[config.mk]
export PLATFORM = sky130hd
export DESIGN_NAME = seqn_hit_monitor
export DESIGN_NICKNAME = d
export VERILOG_FILES = /design/src/rtl/seqn_pkg.sv /design/src/rtl/seqn_rpt_slot.sv /design/src/rtl/seqn_hit_monitor.sv
export SDC_FILE = /design/constraint.sdc
export NUM_CORES = 1
export LEC_CHECK = 0
export CORE_MARGIN = 4
export CORE_UTILIZATION = 53
export DETAILED_ROUTE_END_ITERATION = 10
export HOLD_SLACK_MARGIN = 0.08
export PLACE_DENSITY = 0.78
export SYNTH_ARGS = -nofsm -noshare
export SYNTH_HDL_FRONTEND = slang
export SYNTH_SLANG_ARGS = --single-unit
[constraint.sdc]
create_clock -name clk -period 2.57 [get_ports clk]
set_input_delay 0.514 -clock clk [delete_from_list [all_inputs] [get_ports clk]]
set_output_delay 0.514 -clock clk [all_outputs]
set_load 0.03 [all_outputs]
[src/rtl/seqn_pkg.sv]
// Shared types and defaults for the 1010 hit monitor.
package seqn_pkg;

    typedef enum logic {
        IDLE = 1'b0,
        RUN  = 1'b1
    } state_e;

    localparam int unsigned WIN_LEN_DEF = 32;
    localparam int unsigned CNT_W_DEF   = 8;
    localparam int unsigned LOST_W      = 8;

endpackage

[src/rtl/seqn_rpt_slot.sv]
// Single-entry report holder with consume-and-reload and a drop counter.
module seqn_rpt_slot
    import seqn_pkg::*;
#(
    parameter int CNT_W = CNT_W_DEF
) (
    input  logic              clk_i,
    input  logic              reset_i,
    input  logic              load_i,
    input  logic [CNT_W-1:0]  cnt_i,
    input  logic              sat_i,
    input  logic              ready_i,
    output logic              valid_o,
    output logic [CNT_W-1:0]  cnt_o,
    output logic              sat_o,
    output logic [LOST_W-1:0] lost_o
);

    logic              valid_q, valid_d;
    logic [CNT_W-1:0]  cnt_q, cnt_d;
    logic              sat_q, sat_d;
    logic [LOST_W-1:0] lost_q, lost_d;

    always_comb begin
        valid_d = valid_q;
        cnt_d   = cnt_q;
        sat_d   = sat_q;
        lost_d  = lost_q;
        if (load_i) begin
            // A ready consumer frees the slot on the same edge.
            if (!valid_q || ready_i) begin
                valid_d = 1'b1;
                cnt_d   = cnt_i;
                sat_d   = sat_i;
            end else if (lost_q != '1) begin
                lost_d = lost_q + 1'b1;
            end
        end else if (valid_q && ready_i) begin
            valid_d = 1'b0;
        end
    end

    always_ff @(posedge clk_i) begin
        if (reset_i) begin
            valid_q <= 1'b0;
            cnt_q   <= '0;
            sat_q   <= 1'b0;
            lost_q  <= '0;
        end else begin
            valid_q <= valid_d;
            cnt_q   <= cnt_d;
            sat_q   <= sat_d;
            lost_q  <= lost_d;
        end
    end

    assign valid_o = valid_q;
    assign cnt_o   = cnt_q;
    assign sat_o   = sat_q;
    assign lost_o  = lost_q;

endmodule

[src/rtl/seqn_hit_monitor.sv]
// Counts detector hits per fixed window and hands each window to a report slot.
module seqn_hit_monitor
    import seqn_pkg::*;
#(
    parameter int WIN_LEN = WIN_LEN_DEF,
    parameter int CNT_W   = CNT_W_DEF
) (
    input  logic              clk,
    input  logic              reset,
    input  logic              hit,
    input  logic              en,
    input  logic              rpt_ready,
    output logic              rpt_valid,
    output logic [CNT_W-1:0]  rpt_count,
    output logic              rpt_sat,
    output logic [LOST_W-1:0] lost_cnt,
    output logic              busy
);

    localparam int WW = $clog2(WIN_LEN);
    localparam logic [WW-1:0] WIN_LAST = WW'(WIN_LEN - 1);

    state_e           state_q, state_d;
    logic [WW-1:0]    win_q, win_d;
    logic [CNT_W-1:0] hit_q, hit_d;
    logic             sat_q, sat_d;

    logic             close;
    logic [CNT_W-1:0] cnt_n;
    logic             sat_n;

    always_comb begin
        cnt_n = hit_q;
        sat_n = sat_q;
        if (hit) begin
            if (hit_q == '1) begin
                sat_n = 1'b1;
            end else begin
                cnt_n = hit_q + 1'b1;
            end
        end
    end

    always_comb begin
        state_d = state_q;
        win_d   = win_q;
        hit_d   = hit_q;
        sat_d   = sat_q;
        close   = 1'b0;
        unique case (state_q)
            IDLE: begin
                if (en) begin
                    state_d = RUN;
                    win_d   = '0;
                    hit_d   = '0;
                    sat_d   = 1'b0;
                end
            end
            RUN: begin
                if (!en) begin
                    state_d = IDLE;
                end else if (win_q == WIN_LAST) begin
                    // Close cycle hit goes into cnt_n, not the next window.
                    close = 1'b1;
                    win_d = '0;
                    hit_d = '0;
                    sat_d = 1'b0;
                end else begin
                    win_d = win_q + 1'b1;
                    hit_d = cnt_n;
                    sat_d = sat_n;
                end
            end
            default: state_d = IDLE;
        endcase
    end

    always_ff @(posedge clk) begin
        if (reset) begin
            state_q <= IDLE;
            win_q   <= '0;
            hit_q   <= '0;
            sat_q   <= 1'b0;
        end else begin
            state_q <= state_d;
            win_q   <= win_d;
            hit_q   <= hit_d;
            sat_q   <= sat_d;
        end
    end

    assign busy = (state_q == RUN);

    seqn_rpt_slot #(
        .CNT_W (CNT_W)
    ) u_slot (
        .clk_i   (clk),
        .reset_i (reset),
        .load_i  (close),
        .cnt_i   (cnt_n),
        .sat_i   (sat_n),
        .ready_i (rpt_ready),
        .valid_o (rpt_valid),
        .cnt_o   (rpt_count),
        .sat_o   (rpt_sat),
        .lost_o  (lost_cnt)
    );

endmodule

==> summary.md <==
- **number of synthesized register bits** 33
- **global-route usage over all layers** 0.195
- **total number of nets in the final design** 228
- **maximum number of pins on one net before global-route repair** 23
- **Seq/Total Area, Yosys** 0.400
- **fin. max-slew vios** 0
- **antenna diode count** 0
- **number of enable flip-flop cells after synthesis** 0
- **number of buffers added to fix hold violations after cts** 0
- **buffers from clock root to sink, at most** 2
- **TritonCTS Buffers** 5
- **clock transition at the registers of the reported paths** 0.09 ns
- **Synth Area in XOR/XNOR** 0.00530
- **crit path kind** reg -> reg
- **transition time at the pin with the least slew margin** 0.413 ns
- **HPWL after detailed placement** 2.72 mm
- **share of the clock period used by the worst path after layout** 0.840
- **Fin. Hold Viols** 0
- **post-synthesis cell area** 1650 sq um
- **Residual DRC** 0
- **compound-cell area share of the yosys netlist** 0.182
- **Horiz. Die Dim** 63.8 um
- **number of antenna violations at the first check in global routing** 0
- **type of destination of the critical path** flop
- **clock latency on the worst-skew pair** 0.33 ns
- **quantity of gates resized following cts** 0
- **Vert. Die Dim** 63.8 um
- **Routed wire per std cell** 14.2 um
- **final-layout fill cell count** 248
- **kind of launch point of the worst setup path** flop
- **max-cap check violation count** 0
- **via count of the routed design** 1,531
- **total nets after synthesis** 202
- **skew final** 0.00810 ns
- **f_max** 463 MHz
- **clock tree from TritonCTS** built
- **HP Class** reg -> reg
- **cell row count** 19
- **setup-violating endpoint count in the final report** 0
- **detailed-routing iteration count for the pre-antenna-repair pass** 5
- **areal power density over the cells** 432 nW/um^2
- **setup total negative slack** 0 ns
- **routability congestion estimate** 0.906
- **arrival time of the worst setup path** 2.38 ns
- **post-synthesis mux area share** 0.0439
- **Most used DFF post-synth** sky130_fd_sc_hd__dfxtp_1
- **synthesis warning total** 0
- **ys async rst share** 0
- **number of global-route vias before repair** 1,430
- **CP Max Fanout** 6
- **fraction of layout instances using a drive strength above 1** 0.0822
- **wire length after detailed routing** 3.72 mm
- **wire length of the first global-routing pass** 6.36 mm
- **largest family of logic cells by synthesized area** simple AND/OR/NAND/NOR gates
- **Adder-Cell Fraction of Synth Area** 0.0303
- **Total Die Area** 4070 sq um
- **setup repair bufs after CTS** 0
- **result of the run** finished clean
- **Cells after Synth** 193
- **H-tree lvl count** 2
- **area growth from synthesis to layout** 20.3%
- **I/O pin cnt** 24
- **root buffer cell** sky130_fd_sc_hd__clkbuf_4
- **RSZ-0062 raised after global routing** no
- **mean post-synth cell area** 8.56 sq um
- **number of DRC markers in iteration 0** 75
- **leakage component of the power** 0.617 nW
- **Req. time, crit path** 2.79 ns
- **TritonCTS sink count** 33
- **maximum vdd drop** 0.349 mV
- **Worst slew margin** 0.724
- **simple-gate portion of the synthesized area** 0.301
- **Antenna Nets Post-Route** 0
- **aggregate global routing overflow** 0
- **initial standard-cell utilization of the core** 0.574
- **total power** 0.858 mW
- **count of unique library cells instantiated by Yosys** 44
- **mean number of vias per cell** 5.87
- **minimum period implied by the final worst setup slack** 2.16 ns
- **PortBufs** 23
- **total core area** 2880 sq um
layout by cell type, fill, tap and decap left out, types with 6 or more instances in the layout:
master | synthesis | routed
sky130_fd_sc_hd__o21ai_0 | 8 | 8
sky130_fd_sc_hd__buf_4 | 2 | 6
sky130_fd_sc_hd__a21oi_1 | 9 | 9
sky130_fd_sc_hd__nand2b_1 | 16 | 16
sky130_fd_sc_hd__dfxtp_1 | 33 | 33
sky130_fd_sc_hd__a211oi_1 | 7 | 7
sky130_fd_sc_hd__clkdlybuf4s50_1 | 0 | 23
sky130_fd_sc_hd__nand2_1 | 10 | 10
sky130_fd_sc_hd__nand3_1 | 8 | 8
sky130_fd_sc_hd__nor2_1 | 17 | 17
stage by stage:
stage | area [sq um] | instances | hold slack (ns) | setup slack [ns] | util
after floorplan | 1650 | 193 | 0.435 | 0.587 | -
after global placement | 1930 | 254 | 0.451 | 0.451 | 0.672
after detailed placement | 1930 | 254 | 0.454 | 0.351 | 0.672
after CTS | 1990 | 261 | 0.469 | 0.435 | 0.691
after global routing | 1990 | 261 | 0.509 | 0.280 | 0.691
final | 1990 | 261 | 0.467 | 0.411 | 0.691
power by group:
| part | switching (mW) | total [mW] | leakage, nW | internal [mW] |
|---|---|---|---|---|
| Sequential | 0.00244 | 0.515 | 0.266 | 0.513 |
| Combinational | 0.0281 | 0.0482 | 0.320 | 0.0201 |
| Clock | 0.166 | 0.295 | 0.0314 | 0.129 |
synthesized netlist by cell type (4+ instances only):
cell type	instances	share of area
sky130_fd_sc_hd__dfxtp_1	33	0.40
sky130_fd_sc_hd__nor2_1	17	0.039
sky130_fd_sc_hd__nand2b_1	16	0.061
sky130_fd_sc_hd__nand2_1	10	0.023
sky130_fd_sc_hd__a21oi_1	9	0.027
sky130_fd_sc_hd__nand3_1	8	0.024
sky130_fd_sc_hd__o21ai_0	8	0.024
sky130_fd_sc_hd__a211oi_1	7	0.032
sky130_fd_sc_hd__a31oi_1	5	0.019
sky130_fd_sc_hd__clkbuf_1	5	0.011
sky130_fd_sc_hd__mux2i_1	5	0.030
sky130_fd_sc_hd__nand4_1	5	0.019
sky130_fd_sc_hd__ha_1	4	0.030
sky130_fd_sc_hd__inv_1	4	0.0091
sky130_fd_sc_hd__nor2b_1	4	0.015
sky130_fd_sc_hd__nor3_1	4	0.012
sky130_fd_sc_hd__o211ai_1	4	0.018
sky130_fd_sc_hd__o32ai_1	4	0.021
sky130_fd_sc_hd__or3_1	4	0.015
area by class of cell:
class | instances | area [sq um] | share of cell area
repair buffers | 29 | 275 | 0.139
flip-flops and latches | 33 | 661 | 0.332
well taps | 42 | 52.6 | 0.0264
multi-input cells | 146 | 928 | 0.467
clock buffers | 7 | 55.1 | 0.0277
inverters | 4 | 15.0 | 0.00756
metal layers:
metal	vias up	global-route usage	routed length [um]
met4	0	0.108	107
met3	14	0.0508	205
met1	699	0.240	1720
li1	759	-	-
met5	-	0	0
met2	59	0.310	1690
registers in the layout, summed over array words and instances (netlist names):
signal,cells
hit_q,8
busy,1
u_slot.lost_o,8
u_slot.cnt_o,8
sat_q,1
u_slot.sat_o,1
win_q,5
u_slot.valid_o,1
cells by family (layout without fill, tap and decap cells):
kind of cell / Yosys count / count (layout)
mux: 7 / 7
flops: 33 / 33
compound gates: 46 / 46
simple gates: 88 / 88
fa+ha+maj: 4 / 4
xor+xnor: 1 / 1
buf+inv: 14 / 40
critical path, stage by stage (launching register included):
cell                       delay (ns)
sky130_fd_sc_hd__dfxtp_1         0.37
sky130_fd_sc_hd__ha_1            0.20
sky130_fd_sc_hd__and3_1          0.17
sky130_fd_sc_hd__ha_1            0.19
sky130_fd_sc_hd__nand3_1         0.19
sky130_fd_sc_hd__nor2_1          0.24
sky130_fd_sc_hd__a21boi_1        0.31
sky130_fd_sc_hd__mux2_2          0.38
path summary, 6_finish.rpt:
check,slack [ns],cells past startpoint,from,to
worst max register to register,0.41,7,win_q[0]$_SDFFE_PP0P_,u_slot.lost_o[0]$_SDFFE_PP0P_
worst min register to register,0.47,2,win_q[3]$_SDFFE_PP0P_,win_q[3]$_SDFFE_PP0P_
worst min-delay path,0.47,2,win_q[3]$_SDFFE_PP0P_,win_q[3]$_SDFFE_PP0P_
worst max-delay path,0.41,7,win_q[0]$_SDFFE_PP0P_,u_slot.lost_o[0]$_SDFFE_PP0P_
(Power assumes the default switching activity.)
